<file path="src/rtl/operand_serializer.sv">
`default_nettype none
// ============================================================================
//  Module      : operand_serializer
//  Description : Accepts an operand pair through a valid/ready load port and
//                presents both operands LSB-first, one bit pair per clock,
//                with sof/eof framing and a carry seed for a serial adder.
//                Back-to-back frames run without an idle gap: a new pair is
//                accepted on the edge that retires the last bit of a frame.
//                Optional feature macro: SERIALIZER_SUB_EN adds the `sub`
//                port (operand B inverted, carry seeded with 1 => A-B).
//  Revision    : 1.0 - initial release
// ============================================================================
module operand_serializer #(
  parameter int WIDTH = 8
) (
  input  logic             clk,
  input  logic             rst,
  input  logic             load_valid,
  output logic             load_ready,
  input  logic [WIDTH-1:0] op_a,
  input  logic [WIDTH-1:0] op_b,
`ifdef SERIALIZER_SUB_EN
  input  logic             sub,
`endif
  output logic             bit_a,
  output logic             bit_b,
  output logic             bit_valid,
  output logic             sof,
  output logic             eof,
  output logic             cin_init,
  output logic             busy
);

  // Bit counter wide enough to index every bit of a frame.
  localparam int               CNT_W    = $clog2(WIDTH);
  localparam logic [CNT_W-1:0] CNT_ZERO = '0;
  localparam logic [CNT_W-1:0] CNT_ONE  = CNT_W'(1);
  localparam logic [CNT_W-1:0] CNT_LAST = CNT_W'(WIDTH - 1);

  // Frame state encoding.
  localparam logic [0:0] S_IDLE  = 1'b0;
  localparam logic [0:0] S_SHIFT = 1'b1;

  logic [0:0]       state_q, state_d;
  logic [WIDTH-1:0] sh_a_q, sh_a_d;
  logic [WIDTH-1:0] sh_b_q, sh_b_d;
  logic [CNT_W-1:0] cnt_q, cnt_d;

  logic w_in_shift;
  logic w_last;
  logic w_accept;
  logic w_sub_req;
  logic w_sub_cur;

`ifdef SERIALIZER_SUB_EN
  logic sub_q, sub_d;

  assign w_sub_req = sub;
  assign w_sub_cur = sub_q;
`else
  // Without the subtract feature the B path is always a straight add.
  assign w_sub_req = 1'b0;
  assign w_sub_cur = 1'b0;
`endif

  // Frame status decoded purely from registers; load_ready never looks at
  // load_valid, so the handshake cannot form a combinational loop upstream.
  assign w_in_shift = (state_q == S_SHIFT);
  assign w_last     = w_in_shift && (cnt_q == CNT_LAST);
  assign w_accept   = load_valid && load_ready;

  // State register: reset aborts any frame in progress.
  always_ff @(posedge clk or posedge rst) begin
    if (rst) begin
      state_q <= S_IDLE;
    end else begin
      state_q <= state_d;
    end
  end

  // Next state: a load on the final bit keeps us in SHIFT for a gapless frame.
  always_comb begin
    state_d = state_q;
    case (state_q)
      S_IDLE: begin
        if (w_accept) begin
          state_d = S_SHIFT;
        end
      end
      S_SHIFT: begin
        if (w_last && !w_accept) begin
          state_d = S_IDLE;
        end
      end
      default: begin
        state_d = S_IDLE;
      end
    endcase
  end

  // Outputs: every flag is gated by SHIFT so IDLE and reset read all-zero.
  always_comb begin
    bit_valid  = w_in_shift;
    busy       = w_in_shift;
    bit_a      = w_in_shift && sh_a_q[0];
    bit_b      = w_in_shift && sh_b_q[0];
    sof        = w_in_shift && (cnt_q == CNT_ZERO);
    eof        = w_last;
    cin_init   = w_in_shift && (cnt_q == CNT_ZERO) && w_sub_cur;
    load_ready = !w_in_shift || w_last;
  end

  // Datapath next state: capture on accept, otherwise shift while framing.
  always_comb begin
    sh_a_d = sh_a_q;
    sh_b_d = sh_b_q;
    cnt_d  = cnt_q;
    if (w_accept) begin
      sh_a_d = op_a;
      sh_b_d = w_sub_req ? ~op_b : op_b;
      cnt_d  = CNT_ZERO;
    end else if (w_in_shift) begin
      sh_a_d = {1'b0, sh_a_q[WIDTH-1:1]};
      sh_b_d = {1'b0, sh_b_q[WIDTH-1:1]};
      // Park the counter at zero when the frame ends so IDLE is clean even
      // when WIDTH is not a power of two.
      cnt_d  = w_last ? CNT_ZERO : (cnt_q + CNT_ONE);
    end
  end

  // Datapath registers.
  always_ff @(posedge clk or posedge rst) begin
    if (rst) begin
      sh_a_q <= '0;
      sh_b_q <= '0;
      cnt_q  <= CNT_ZERO;
    end else begin
      sh_a_q <= sh_a_d;
      sh_b_q <= sh_b_d;
      cnt_q  <= cnt_d;
    end
  end

`ifdef SERIALIZER_SUB_EN
  // Subtract flag is held for the whole frame; only its sof cycle matters.
  always_comb begin
    sub_d = sub_q;
    if (w_accept) begin
      sub_d = sub;
    end
  end

  // Subtract flag register.
  always_ff @(posedge clk or posedge rst) begin
    if (rst) begin
      sub_q <= 1'b0;
    end else begin
      sub_q <= sub_d;
    end
  end
`endif

endmodule
`default_nettype wire

</file>
<file path="config.mk">
export PLATFORM = sky130hd
export DESIGN_NAME = operand_serializer
export DESIGN_NICKNAME = d
export VERILOG_FILES = /design/src/rtl/operand_serializer.sv
export SDC_FILE = /design/constraint.sdc
export NUM_CORES = 1
export LEC_CHECK = 0
export ABC_AREA = 1
export CAP_MARGIN = 0
export CORE_ASPECT_RATIO = 1.2
export CORE_MARGIN = 3
export CORE_UTILIZATION = 45
export DETAILED_ROUTE_END_ITERATION = 8
export PLACE_DENSITY = 0.8
export SKIP_LAST_GASP = 1
export SYNTH_ARGS = -nofsm -noshare
export SYNTH_HDL_FRONTEND = slang
export SYNTH_SLANG_ARGS = --single-unit
export TNS_END_PERCENT = 5
</file>
<file path="constraint.sdc">
create_clock -name clk -period 1.9 [get_ports clk]
set_clock_uncertainty 0.05 [all_clocks]
set_input_delay 0.285 -clock clk [delete_from_list [all_inputs] [get_ports clk]]
set_output_delay 0.285 -clock clk [all_outputs]
set_load 0.05 [all_outputs]
</file>
== Word-level counts from Yosys, hierarchy flattened ==
Index checks and enable logic that the tools add are counted.

* Bits in registers: 20
* Input bits: 19
* Output and inout port bits: 8
* Logic and storage cells: 28

* Eq/ne operators: 1
* Mux-type cells: 10
* Bitwise gates (word level): 1
* Add/sub/neg operators: 1
* Reduce and logical (&&, ||, !) cells: 11

{| class="wikitable"
|+ Operators with widths
! kind !! count
|-
| two-way mux 8 bit || 4
|-
| two-way mux 3 bit || 3
|-
| logical AND 1 bit || 6
|-
| adder 3 x 1 -> 3 bit (second input constant) || 1
|-
| equality test 3 bit (second input constant) || 1
|-
| zero test 3 bit || 1
|-
| zero test 1 bit || 2
|-
| two-way mux 1 bit || 2
|-
| one-hot mux 1 bit (2 select lines) || 1
|-
| nonzero test 2 bit || 1
|-
| logical OR 1 bit || 1
|-
| NOT 1 bit || 1
|}

== Depth between registers and ports, before layout ==
* Depth after elaboration: 8
* Depth in mapped cells: 8
* Depth with buffers taken out: 7

== Worst setup path after synthesis ==
OpenSTA, ideal clock, no wires.

* Path type: register to output
* Start point: register state_q (netlist: bit_valid)
* End point: output port sof
* Path slack: 23 ps
* Path buffers: 1
* Stages on the path, launching flop included: 4
* Arrival time: 1542 ps
* Data required time: 1565 ps
* Cell sequence: dfrtp_1 buf_6 nand2_1 nor2_1

* Word-level cells in the longest chain between the ends: 1

{| class="wikitable"
|+ Ends and longest elaborated chain
! what !! RTL line !! RTL
|-
| start: declaration || 44 || <nowiki>logic [0:0] state_q, state_d;</nowiki>
|-
| start signal: assignment || 77 || <nowiki>state_q <= state_d;</nowiki>
|-
| logical AND 1 bit || n/a ||
|-
| end: declaration || 28 || <nowiki>output logic sof,</nowiki>
|}

No other way between the ends.

== Worst setup path in the final report ==
* Start point: register cnt_q[0]
* End point: output port load_ready

* Word-level cells in the longest chain between the ends: 3

{| class="wikitable"
|+ Ends and longest elaborated chain
! what !! RTL line !! RTL
|-
| start: declaration || 47 || <nowiki>logic [CNT_W-1:0] cnt_q, cnt_d;</nowiki>
|-
| start signal: assignment || 140 || <nowiki>cnt_q <= cnt_d;</nowiki>
|-
| equality test 3 bit || 69 || <nowiki>assign w_last = w_in_shift && (cnt_q == CNT_LAST);</nowiki>
|-
| logical AND 1 bit || 69 ||
|-
| logical OR 1 bit || 110 || <nowiki>load_ready = !w_in_shift || w_last;</nowiki>
|-
| end: declaration || 19 || <nowiki>output logic load_ready,</nowiki>
|}

No other way between the ends.

==> flow_summary_export.csv <==
group,metric,value,unit
timing,setup_violations,0,
yosys,seq_area_frac_synth,43.7,%
final_layout,fin_util,63.5,%
timing,hold_violations,0,
cts,cts_tree,"done",
critical_path,cp.buffers_inverters,2,
critical_path,end_kind,"primary output",
place,place.port_buffers,25,
cts,clkLatencyLatePin,300,ps
cts,cts_buffer_depth,2,
final_layout,drive_above_1_share,17.2,%
yosys,synth_most_common_cell,"nand2_1",
cts,cts_max_level,1,
critical_path,worstPathRequired,1560,ps
place,post-dp-hpwl,1670,µm
grt,grt_pass1_wl,4280,µm
cts,clk_pin_slew_worst_paths,110,ps
yosys,synth_top_cell_by_area,"dfrtp_1",
place,post_dp_cell_area,1440,µm²
timing,min_period_over_period,95.6,%
critical_path,rr_endpoint,"sh_a_q[0]",
critical_path,path_delay_family,"adder cells",
yosys,synth.avg_cell_area,7.74,µm²
outcome,outcome,"finished clean",
grt,use_met3,3.15,%
cts,cts.sinks,20,
floorplan,io_pins,27,
grt,grt_busiest_layer,"met2",
cts,cts_root_buf,"clkbuf_4",
critical_path,rr_startpoint,"cnt_q[0]",
critical_path,crit_arrival,1480,ps
final_layout,num_antenna_cells,0,
critical_path,worst-path-max-fanout,10,
detailed_routing,wl_per_cell,11.0,µm
final_layout,syn_to_final_growth,30.5,%
yosys,netlist_area,1150,µm²
yosys,ys.flop_type,"dfrtp_1",
critical_path,crit_cells,5,
critical_path,cpMostUsedCell,"ha_1",
yosys,yosysWarnings,0,
yosys,synth_edf_count,0,
critical_path,slowest_stage,"dfrtp_1",
critical_path,r2r_slack,380,ps
grt,groute.usage.overall,18.0,%
power,vdd_drop_max,956,µV
power,power_density,1340,nW/µm²
floorplan,rows,19,
cts,cts_buffers,3,
detailed_routing,drc,0,
grt,use_met2,31.6,%
detailed_routing,vias_per_cell,4.86,
hold_path,hold_class,"in -> async",
power,p_leak,0.724,nW
yosys,synth_seq_cells,20,
detailed_routing,drt_iter0_drc,16,
grt,antenna_found_initial,0,
place,dp_cells,199,
floorplan,start_util,48.7,%
run,drv_cap,0,
floorplan,die_width,52.1,µm
power,power,2.00,mW
floorplan,core_area,2350,µm²
critical_path,cp_slowest_stage_delay,400,ps
yosys,synth_top_area_share,43.7,%
yosys,synth_common_cells,"nand2_1, nand3_1, inv_1",
detailed_routing,drtAntennaViolNets,0,
timing,setup-tns-final,0,ps
critical_path,reg2reg_depth,7,
timing,rsz0062_at_grt,"yes",
detailed_routing,vias,997,
critical_path,critPathCapture,"load_ready",
grt,grt_pass1_vias,1062,
timing,max_freq,0.551,GHz
timing,final-max-slew-violation-count,0,
cts,postCtsHoldBufs,0,
yosys,synthTopCellsByArea,"dfrtp_1, nand2_1, nand3_1",
floorplan,die_area,3190,µm²
timing,layout_min_cycle_time,1820,ps
yosys,syn_inst,148,
critical_path,start_kind,"register",
floorplan,die_h,61.3,µm
critical_path,cp_cell_sequence,"ha_1, ha_1, inv_2, nand2_8, buf_12",
critical_path,critical_path_class,"reg -> out",
grt,grt_util_met1,20.6,%
detailed_routing,firstDrtPassIters,6,
detailed_routing,routed_wirelength,2260,µm
final_layout,layout.cells.non_filler,205,
grt,overflow,0,
yosys,async_flop_share,100,%
final_layout,nets,198,
grt,grt_max_degree,21,
final_layout,final_area,1500,µm²
yosys,synth_fp_nets,170,
critical_path,critPathLaunch,"cnt_q[0]",
yosys,synth_cell_type_count,17,
place,gp_congestion,0.786,
registers in the layout, summed over array words and instances, names as in the netlist:
name and cells:
bit_valid 1, cnt_q 3, sh_b_q 8, sh_a_q 8
cells by family after synthesis:
family                   synth area share (%)
flip-flops                               43.7
AO/OA/AOI/OAI                            2.07
adder cells (fa/ha/maj)                  3.28
other                                   0.327
AND/OR/NAND/NOR                          35.4
buffers and inverters                    15.3
worst reg2reg max path: stages, from the launching register on:
cell and delay [ps]:
dfrtp_1 400, ha_1 210, ha_1 200, inv_2 110, nand2_8 90, nand2_2 230
nand2_1 80, nand3_1 80
repair_timing:
item,4_1_cts,5_1_grt
gates resized for setup,1,1
endpoints found under the setup margin,1,2
setup buffers,2,0
gates cloned,1,0
endpoints found under the hold margin,0,0
pin swaps,0,0
final cells by class:
type,instances,area (µm²)
multi-input combinational,95,490
timing repair buffer,33,355
clock buffer,3,22.5
tap,31,38.8
fill,193,858
sequential,20,502
inverter,23,86.3
per-stage QoR:
| stage | hold slack, ps | worst slack (ps) |
|---|---|---|
| floorplan | 199 | 23.1 |
| global placement | 429 | 294 |
| detailed placement | 435 | 233 |
| CTS | 250 | 46.5 |
| global route | 273 | -3.42 |
| finish | 247 | 84.0 |
worst min-delay path by stage:
stage	endpoint	slack [ps]	cells after the start
after floorplan	bit_valid	200	1
after global placement	sh_a_q[6]	430	2
after detailed placement	sh_b_q[5]	430	2
after CTS	sh_b_q[0]	250	3
after global routing	cnt_q[2]	270	3
final	cnt_q[2]	250	3
placed cells by master, fill, tap and decap left out:
cell | Yosys | routed
nand2_1 | 36 | 36
nand3_1 | 27 | 27
inv_1 | 22 | 22
dfrtp_1 | 20 | 19
clkdlybuf4s50_1 | 0 | 18
nor2_1 | 15 | 15
buf_4 | 6 | 10
nand3_2 | 5 | 5
buf_12 | 0 | 5
o21ai_1 | 3 | 3
ha_1 | 3 | 3
clkbuf_4 | 0 | 3
inv_2 | 1 | 1
nand2_8 | 0 | 1
nor2_4 | 1 | 1
o21ai_2 | 1 | 1
nand2_2 | 1 | 1
conb_1 | 1 | 1
dfrtp_2 | 0 | 1
nand2_4 | 1 | 1
power breakdown:
| group | leakage, nW | switching (mW) | internal, mW | total (mW) |
|---|---|---|---|---|
| registers | 0.260 | 0.112 | 0.589 | 0.702 |
| clock network | 0.0138 | 0.126 | 0.0741 | 0.200 |
| logic | 0.451 | 0.627 | 0.470 | 1.10 |
layer usage:
layer / vias up / wire [µm]
met1: 466 / 1020
li1: 504 / -
met3: 4 / 124
met4: 0 / 33
met2: 23 / 1080
met5: - / 0
Power figures use the tool's default switching activity.
